[config.mk]
export PLATFORM = sky130hd
export DESIGN_NAME = pkt_rr_arb
export DESIGN_NICKNAME = d
export VERILOG_FILES = /design/src/rtl/pkt_arb_pkg.sv /design/src/rtl/pkt_arb_skid.sv /design/src/rtl/pkt_rr_arb.sv
export SDC_FILE = /design/constraint.sdc
export NUM_CORES = 1
export LEC_CHECK = 0
export CORE_AREA = 2 2 131 133
export CTS_BUF_LIST = sky130_fd_sc_hd__clkbuf_2
export DETAILED_ROUTE_END_ITERATION = 8
export DIE_AREA = 0 0 133 135
export MAX_ROUTING_LAYER = met4
export PLACE_DENSITY = 0.83
export SLEW_MARGIN = 5
export SYNTH_ARGS = -nofsm -noshare
export SYNTH_HDL_FRONTEND = slang
export SYNTH_SLANG_ARGS = --single-unit
[constraint.sdc]
create_clock -name clk -period 10.8 [get_ports clk]
set_clock_uncertainty 0.15 [all_clocks]
set_input_delay 2.16 -clock clk [delete_from_list [all_inputs] [get_ports clk]]
set_output_delay 2.16 -clock clk [all_outputs]
set_load 0.03 [all_outputs]
[src/rtl/pkt_arb_pkg.sv]
// Shared definitions for the packet round-robin arbiter: FSM encoding and TID sizing.
package pkt_arb_pkg;

  typedef enum logic {
    IDLE  = 1'b0,
    GRANT = 1'b1
  } arb_state_t;

  function automatic int tid_width(input int num_src);
    return (num_src > 1) ? $clog2(num_src) : 1;
  endfunction

endpackage

[src/rtl/pkt_arb_skid.sv]
// Two-entry output buffer: a write is visible on odata the next cycle; 1 flit/cycle sustained.
// Backpressure: idata_rdy depends only on occupancy (low when both entries are full), never on odata_rdy.
module pkt_arb_skid #(
  parameter int WIDTH = 8
) (
  input  logic             clk,
  input  logic             rst,
  input  logic [WIDTH-1:0] idata,
  input  logic             idata_vld,
  output logic             idata_rdy,
  output logic [WIDTH-1:0] odata,
  output logic             odata_vld,
  input  logic             odata_rdy
);

  logic [WIDTH-1:0] mem [2];
  logic             wptr;
  logic             rptr;
  logic [1:0]       cnt;
  logic             push;
  logic             pop;

  assign idata_rdy = (cnt != 2'd2);
  assign odata_vld = (cnt != 2'd0);
  assign odata     = mem[rptr];
  assign push      = idata_vld && idata_rdy;
  assign pop       = odata_vld && odata_rdy;

  always_ff @(posedge clk) begin
    if (rst) begin
      wptr <= 1'b0;
      rptr <= 1'b0;
      cnt  <= 2'd0;
    end else begin
      if (push) wptr <= ~wptr;
      if (pop)  rptr <= ~rptr;
      cnt <= cnt + {1'b0, push} - {1'b0, pop};
    end
  end

  always_ff @(posedge clk) begin
    if (push) mem[wptr] <= idata;
  end

endmodule

[src/rtl/pkt_rr_arb.sv]
// Packet-atomic round-robin merge of NUM_SRC streams; flits leave 1 cycle after acceptance via a 2-entry buffer.
// Only the granted source sees ready (low when the buffer is full); PKT_RR_ARB_STATS_EN adds per-source packet counters.
module pkt_rr_arb
  import pkt_arb_pkg::*;
#(
  parameter int DATA_WIDTH = 64,
  parameter int NUM_SRC    = 4,
  parameter int CNT_WIDTH  = 16
) (
  input  logic                          clk,
  input  logic                          rst,
  input  logic [NUM_SRC*DATA_WIDTH-1:0] src_TDATA,
  input  logic [NUM_SRC-1:0]            src_TVALID,
  input  logic [NUM_SRC-1:0]            src_TLAST,
  output logic [NUM_SRC-1:0]            src_TREADY,
  output logic [DATA_WIDTH-1:0]         res_TDATA,
  output logic                          res_TVALID,
  input  logic                          res_TREADY,
  output logic                          res_TLAST,
  output logic [tid_width(NUM_SRC)-1:0] res_TID,
  output logic                          busy
`ifdef PKT_RR_ARB_STATS_EN
  ,
  output logic [NUM_SRC*CNT_WIDTH-1:0]  pkt_cnt
`endif
);

  localparam int TID_W = tid_width(NUM_SRC);
  localparam int BUF_W = DATA_WIDTH + 1 + TID_W;

  arb_state_t                    state;
  logic [TID_W-1:0]              g;
  logic [TID_W-1:0]              lst;
  logic [TID_W-1:0]              pick;
  logic [NUM_SRC*DATA_WIDTH-1:0] data_sh;
  logic [NUM_SRC-1:0]            vld_sh;
  logic [NUM_SRC-1:0]            last_sh;
  logic [NUM_SRC-1:0]            rot;
  logic [DATA_WIDTH-1:0]         cur_data;
  logic                          cur_vld;
  logic                          cur_last;
  logic                          buf_vld;
  logic                          buf_rdy;
  logic                          accept;
  logic [BUF_W-1:0]              buf_out;

  always_comb begin
    data_sh = src_TDATA >> (int'(g) * DATA_WIDTH);
    vld_sh  = src_TVALID >> g;
    last_sh = src_TLAST >> g;
  end

  assign cur_data = data_sh[DATA_WIDTH-1:0];
  assign cur_vld  = vld_sh[0];
  assign cur_last = last_sh[0];
  assign buf_vld  = (state == GRANT) && cur_vld;
  assign accept   = buf_vld && buf_rdy;

  // Scan lst+1 .. lst+NUM_SRC backwards so the nearest valid source is written last and wins.
  always_comb begin
    pick = g;
    rot  = '0;
    for (int k = NUM_SRC; k >= 1; k--) begin
      rot = src_TVALID >> ((int'(lst) + k) % NUM_SRC);
      if (rot[0]) pick = TID_W'((int'(lst) + k) % NUM_SRC);
    end
  end

  always_ff @(posedge clk) begin
    if (rst) begin
      state <= IDLE;
      busy  <= 1'b0;
      g     <= '0;
      lst   <= TID_W'(NUM_SRC - 1);
    end else begin
      case (state)
        IDLE: begin
          if (|src_TVALID) begin
            g     <= pick;
            state <= GRANT;
            busy  <= 1'b1;
          end
        end
        GRANT: begin
          if (accept && cur_last) begin
            lst   <= g;
            state <= IDLE;
            busy  <= 1'b0;
          end
        end
      endcase
    end
  end

  always_comb begin
    src_TREADY = '0;
    if (state == GRANT) src_TREADY = NUM_SRC'(buf_rdy) << g;
  end

  pkt_arb_skid #(
    .WIDTH (BUF_W)
  ) u_skid (
    .clk       (clk),
    .rst       (rst),
    .idata     ({cur_data, cur_last, g}),
    .idata_vld (buf_vld),
    .idata_rdy (buf_rdy),
    .odata     (buf_out),
    .odata_vld (res_TVALID),
    .odata_rdy (res_TREADY)
  );

  assign {res_TDATA, res_TLAST, res_TID} = buf_out;

`ifdef PKT_RR_ARB_STATS_EN
  always_ff @(posedge clk) begin
    if (rst) begin
      pkt_cnt <= '0;
    end else if (accept && cur_last) begin
      pkt_cnt[int'(g)*CNT_WIDTH +: CNT_WIDTH] <=
        pkt_cnt[int'(g)*CNT_WIDTH +: CNT_WIDTH] + CNT_WIDTH'(1);
    end
  end
`endif

endmodule

Yosys cells after proc, flatten, opt, wreduce, memory -nomap -nowiden
Memories as Yosys holds them, arrays and structs flattened. A register that Yosys moved wholly into a read port is not among the register bits.
Index checks and enable logic that the tools add are counted.

word-level totals
  register bits = 10
  output and inout bits = 73
  memories kept = 1
  word-level logic and storage cells = 61
  input port bits = 267
  bits in writable memories = 134

memories
  name        depth  width  read ports  clocked after memory_dff  write ports  RTL line            source
  u_skid.mem  2      67     1           1                         1            pkt_arb_skid.sv:16  logic [WIDTH-1:0] mem [2];

cells by class
  bitwise logic cells = 7
  add/subtract/negate cells = 6
  muxes and demuxes = 15
  shift operators = 8
  eq/ne operators = 3
  reductions and logical operators = 14

operators by type and width
  operator                                                                  count
  256-bit by 8-bit right shift with 64-bit output                           1
  4-bit by 32-bit right shift with 1-bit output                             4
  1-bit two-way mux                                                         8
  2-bit two-way mux                                                         4
  2-bit OR reduction                                                        4
  4-bit by 2-bit right shift with 1-bit output                              2
  2-bit by 1-bit adder with 2-bit output (second input constant)            2
  2-bit adder (second input constant)                                       2
  1-bit AND (first input constant)                                          4
  1-bit logical AND                                                         4
  4-bit two-way mux                                                         1
  2-bit inequality test (second input constant)                             2
  1-bit case mux with 2 select lines                                        2
  2-bit AND reduction                                                       2
  4-bit nonzero test                                                        1
  4-bit OR reduction                                                        1
  1-bit by 2-bit << shifter with 4-bit output                               1
  1-bit inverter                                                            3
  3-bit AND reduction                                                       1
  2-bit by 1-bit adder with 2-bit output                                    1
  2-bit by 1-bit inequality test with 1-bit output (second input constant)  1
  2-bit nonzero test                                                        1
  2-bit by 1-bit subtractor with 2-bit output                               1

Longest topological paths before layout
  depth after elaboration = 8
  mapped depth = 8
  gate-level depth less buffers = 8

By module
From an unflattened synthesis, not the netlist that was laid out.

second synthesis, totals
  cells, all modules = 363
  area total of the unflattened synthesis = 7104.3 um^2

modules (own cells, without submodules)
  module        area each (um^2)  sequential area each (um^2)  times used  cells an instance
  pkt_arb_skid  5175.0            4124.0                       1           232
  pkt_rr_arb    1929.4            120.1                        1           131

Worst setup path after synthesis
No wires, ideal clock.

  path kind = input port to flip-flop
  start point = in src_TVALID[2]
  end point = mem u_skid.mem[0][0] (netlist bit) (enable)
  cell stages on the path = 3
  required time = 10.150 ns
  buffers on the path = 0
  data arrival time = 5.605 ns
  setup time = 0.500 ns
  slack = 4.544 ns
  cells stage by stage = mux4_2 > and3_4 > nor2b_1

between the ends
  longest elaborated chain between the ends = 5

ends and longest elaborated chain
  item                                          RTL line            source
  start: declaration                            pkt_rr_arb.sv:13    input logic [NUM_SRC-1:0] src_TVALID,
  4-bit by 2-bit right shift with 1-bit output  pkt_rr_arb.sv:49    vld_sh = src_TVALID >> g;
  1-bit logical AND                             pkt_rr_arb.sv:56    assign buf_vld = (state == GRANT) && cur_vld;
  1-bit logical AND                             pkt_arb_skid.sv:26  assign push = idata_vld && idata_rdy;
  1-bit two-way mux                             pkt_arb_skid.sv:42  if (push) mem[wptr] <= idata;
  1-bit two-way mux (implied by the code)       pkt_arb_skid.sv:42
  end: declaration                              pkt_arb_skid.sv:16

No other way between the ends.

Worst setup path in the final report
  start point = reg g[1]
  end point = out src_TREADY[3]

between the ends
  longest elaborated chain between the ends = 2

ends and longest elaborated chain
  item                                         RTL line          source
  start: declaration                           pkt_rr_arb.sv:32  logic [TID_W-1:0] g;
  start signal: assignment                     pkt_rr_arb.sv:79  g <= pick;
  1-bit by 2-bit << shifter with 4-bit output  pkt_rr_arb.sv:97  if (state == GRANT) src_TREADY = NUM_SRC'(buf_rdy) << g;
  4-bit two-way mux                            pkt_rr_arb.sv:97
  end: declaration                             pkt_rr_arb.sv:15  output logic [NUM_SRC-1:0] src_TREADY,

No other way between the ends.

==> impl_metrics.py <==
metrics = {
    "layout": {
        "final_util": 0.6561,
        "final_layout_size_suffix_gt1_frac": 0.2465,
        "final_area_mm2": 0.01077,
        "syn_to_final_growth_pct": 55.39,
        "final_nets": 962,
        "fin_cells": 926,
        "n_antenna_cell": 0,
    },
    "global_route": {
        "grt_pass1_vias": 5065,
        "grt_use_total": 0.2037,
        "grt_max_degree": 74,
        "antenna_found_initial": 0,
        "grt_first_pass_wirelength_mm": 26.63,
        "grt_remaining_overflow": 0,
    },
    "sta": {
        "rsz0062_at_grt": "false",
        "period_share": 0.4681,
        "worst_pin_slew_ns": 0.9939,
        "report.final.slew_viol_count": 0,
        "period_needed_ns": 5.055,
        "slew_headroom": 0.3374,
        "fmax_mhz": 197.8,
        "hold_ws_ns": 0.3969,
        "setup_viol": 0,
        "hold_viol_final": 0,
        "tns_ns": 0,
    },
    "cts": {
        "cts_tree": "built",
        "clkLatencyLatePin_ns": 0.67,
        "htree_levels": 4,
        "cts.clk_slew.worst_paths_ns": 0.19,
        "cts.sinks": 145,
        "hold_buffers": 0,
        "root_buffer": "clkbuf_2",
        "cts_buffer_depth": 2,
        "cts-resized-gates": 0,
        "numCtsBuffers": 17,
        "post-cts-setup-buffer-count": 0,
    },
    "worst_setup_path": {
        "end_kind": "output port",
        "cpMaxStageDelayCell": "dfxtp_4",
        "ff2ff_setup_slack_ns": 7.34,
        "path_max_fanout": 73,
        "regToRegStartpoint": "g[0]",
        "required_ns": 8.49,
        "critical_path_class": "reg -> out",
        "cp-start-kind": "register",
        "critPathMaxStageDelay_ns": 1.02,
        "r2r.worst_path.cells": 5,
        "critical_path.cell_chain": "nand3_1 -> nor2_1 -> clkdlybuf4s50_1",
        "worst_ep_arrival_time_ns": 2.75,
        "r2r-end": "u_skid.mem[0][51]",
    },
    "synthesis": {
        "synth_compound_area_frac": 0.008850,
        "ys_ff_latch": 145,
        "synth_nets": 626,
        "synth-simple-area-share": 0.02691,
        "synthXorXnorAreaFrac": 0.005057,
        "synth.area.mux_share": 0.3235,
        "postSynthCellCount": 357,
        "synth_fa_ha_area_frac": 0.003612,
        "avgSynthCellArea_um2": 19.41,
        "syn-cell-area_mm2": 0.006928,
        "yosysWarnings": 0,
        "synth_top_family_by_area": "multiplexers",
        "synth_cell_type_count": 29,
        "ys_seq_area_frac": 0.6126,
    },
    "die": {
        "start_util": 0.4223,
        "core_mm2": 0.01641,
        "die_y_um": 135,
        "rows": 47,
        "io_pins": 340,
        "die_w_um": 133,
        "die_area_mm2": 0.01796,
    },
    "placement": {
        "placed_cells": 894,
        "hpwl_mm": 13.19,
        "port_buffers": 339,
        "place.gp.congestion": 0.8681,
        "detailed_place.area_mm2": 0.01051,
    },
    "drt": {
        "drc": 0,
        "num_vias": 4850,
        "routed_wl_mm": 17.98,
        "via_per_inst": 5.238,
        "firstDrtPassIters": 4,
        "first_iter_violations": 215,
        "ant_nets": 0,
        "routedWlPerCell_um": 19.42,
    },
    "power": {
        "p_leak_nw": 3.523,
        "swShare": 0.3147,
        "powerDensity_mw_per_mm2": 157.0,
        "internal_power_w": 0.001159,
        "pwr-share-seq": 0.441,
        "switching_power_w": 0.0005321,
        "pwr-share-comb": 0.373,
        "peakVddDrop_mv": 0.1351,
        "clockPowerShare": 0.186,
    },
    "min_path": {
        "hp-start": "lst[0]",
        "whs_path_depth": 2,
        "hold_class": "reg -> reg",
        "holdPathEnd": "g[0]",
    },
    "outcome": {
        "status": "finished, final reports clean",
    },
    "job": {
        "max_cap_violations": 0,
    },
}
-- cell usage in the layout, fill, tap and decap left out, drive strengths merged --
master	count
a311oi	1
xor2	1
o31ai	1
clkinv	5
nand4	1
xnor2	3
nand2b	3
o21ai	1
mux4	66
nor2b	4
clkbuf	18
nor4	1
and2	2
clkinvlp	6
a21oi	5
nand2	2
or2	1
nand3	2
ha	2
clkdlybuf4s50	339
and3	1
bufinv	3
buf	2
dfxtp	11
edfxtp	134
o211ai	2
nor2	15
nor3	4
mux2	67
inv	3
-- worst max-delay path, delay by kind of cell (launching register included) --
kind / cells / cell delay, ns
DFF: 1 / 1.02
buffers and inverters: 1 / 0.68
and+or+nand+nor: 2 / 0.35
-- sequential cells by signal, summed over array words and instances, names as in the netlist, named ones only --
signal       flops
g                2
u_skid.rptr      1
state            1
u_skid.cnt       2
busy             1
lst              2
u_skid.mem     134
u_skid.wptr      1
-- kinds of logic (layout without fill, tap and decap cells) --
logic type,Yosys count,in the layout
AO/OA/AOI/OAI,10,10
XOR/XNOR,4,4
adder cells (fa/ha/maj),2,2
buffers and inverters,27,376
flip-flops,145,145
multiplexers,133,133
AND/OR/NAND/NOR,36,36
-- worst max-delay path by stage --
| stage | startpoint | slack (ns) | endpoint |
|---|---|---|---|
| after global placement | src_TVALID[2] | 6.23 | u_skid.mem[0][36] |
| after floorplan | src_TVALID[2] | 4.54 | u_skid.mem[0][0] |
| after global routing | g[1] | 5.46 | src_TREADY[2] |
| final | g[1] | 5.74 | src_TREADY[3] |
| after detailed placement | src_TVALID[2] | 6.16 | u_skid.mem[0][9] |
| after CTS | g[1] | 5.58 | src_TREADY[3] |
-- power by group through the flow --
stage,sequential [W],clock [W],combinational (W)
floorplan,0.000712,0,0.000398
global placement,0.000755,0,0.000622
detailed placement,0.000761,0,0.000632
CTS,0.000748,0.000326,0.000636
global route,0.000755,0.000348,0.000661
finish,0.000746,0.000314,0.000630
-- synth_stat cells --
master / count / area (um2)
o211ai_1: 2 / 15.01
ha_1: 2 / 25.02
nand2b_1: 3 / 18.77
nand2_1: 2 / 7.510
xor2_1: 1 / 8.760
dfxtp_1: 11 / 220.2
clkbuf_1: 7 / 26.28
nor4_1: 1 / 6.260
buf_2: 12 / 60.06
and2_1: 2 / 12.51
a21oi_1: 5 / 25.02
a311oi_1: 1 / 8.760
mux2_2: 67 / 754.5
nand3_1: 2 / 10.01
o21ai_0: 1 / 5.000
mux4_2: 66 / 1486
buf_1: 2 / 7.510
and3_4: 1 / 11.26
or2_2: 1 / 6.260
buf_4: 1 / 7.510
nor3_1: 4 / 20.02
nor2b_1: 4 / 25.02
buf_6: 2 / 22.52
inv_1: 3 / 11.26
edfxtp_1: 134 / 4024
o31ai_1: 1 / 7.510
nor2_1: 15 / 56.30
xnor2_1: 3 / 26.28
nand4_2: 1 / 12.51
-- metal layers --
layer | vias up | global-route usage | routed length [um]
li1 | 2166 | - | -
met1 | 2418 | 0.2238 | 6626
met2 | 234 | 0.3497 | 9501
met3 | 32 | 0.06306 | 1456
met4 | 0 | 0.07706 | 399
met5 | - | - | 0
-- through the flow --
| step | total power [W] | worst slack (ns) |
|---|---|---|
| 2_1_floorplan | 0.001110 | 4.544 |
| 3_3_place_gp | 0.001376 | 6.233 |
| 3_5_place_dp | 0.001393 | 6.159 |
| 4_1_cts | 0.001710 | 5.580 |
| 5_1_grt | 0.001765 | 5.459 |
| 6_report | 0.001691 | 5.745 |
-- cell type report --
cell class,count,area [um2]
fill,1135,5642
sequential,145,4255
clock buffer,18,90.09
tap,220,275.3
inverter,3,11.26
timing repair buffer,341,3408
multi-input combinational,185,2559
clock inverter,14,166.4
No activity file was read; power rests on OpenSTA's default activity.
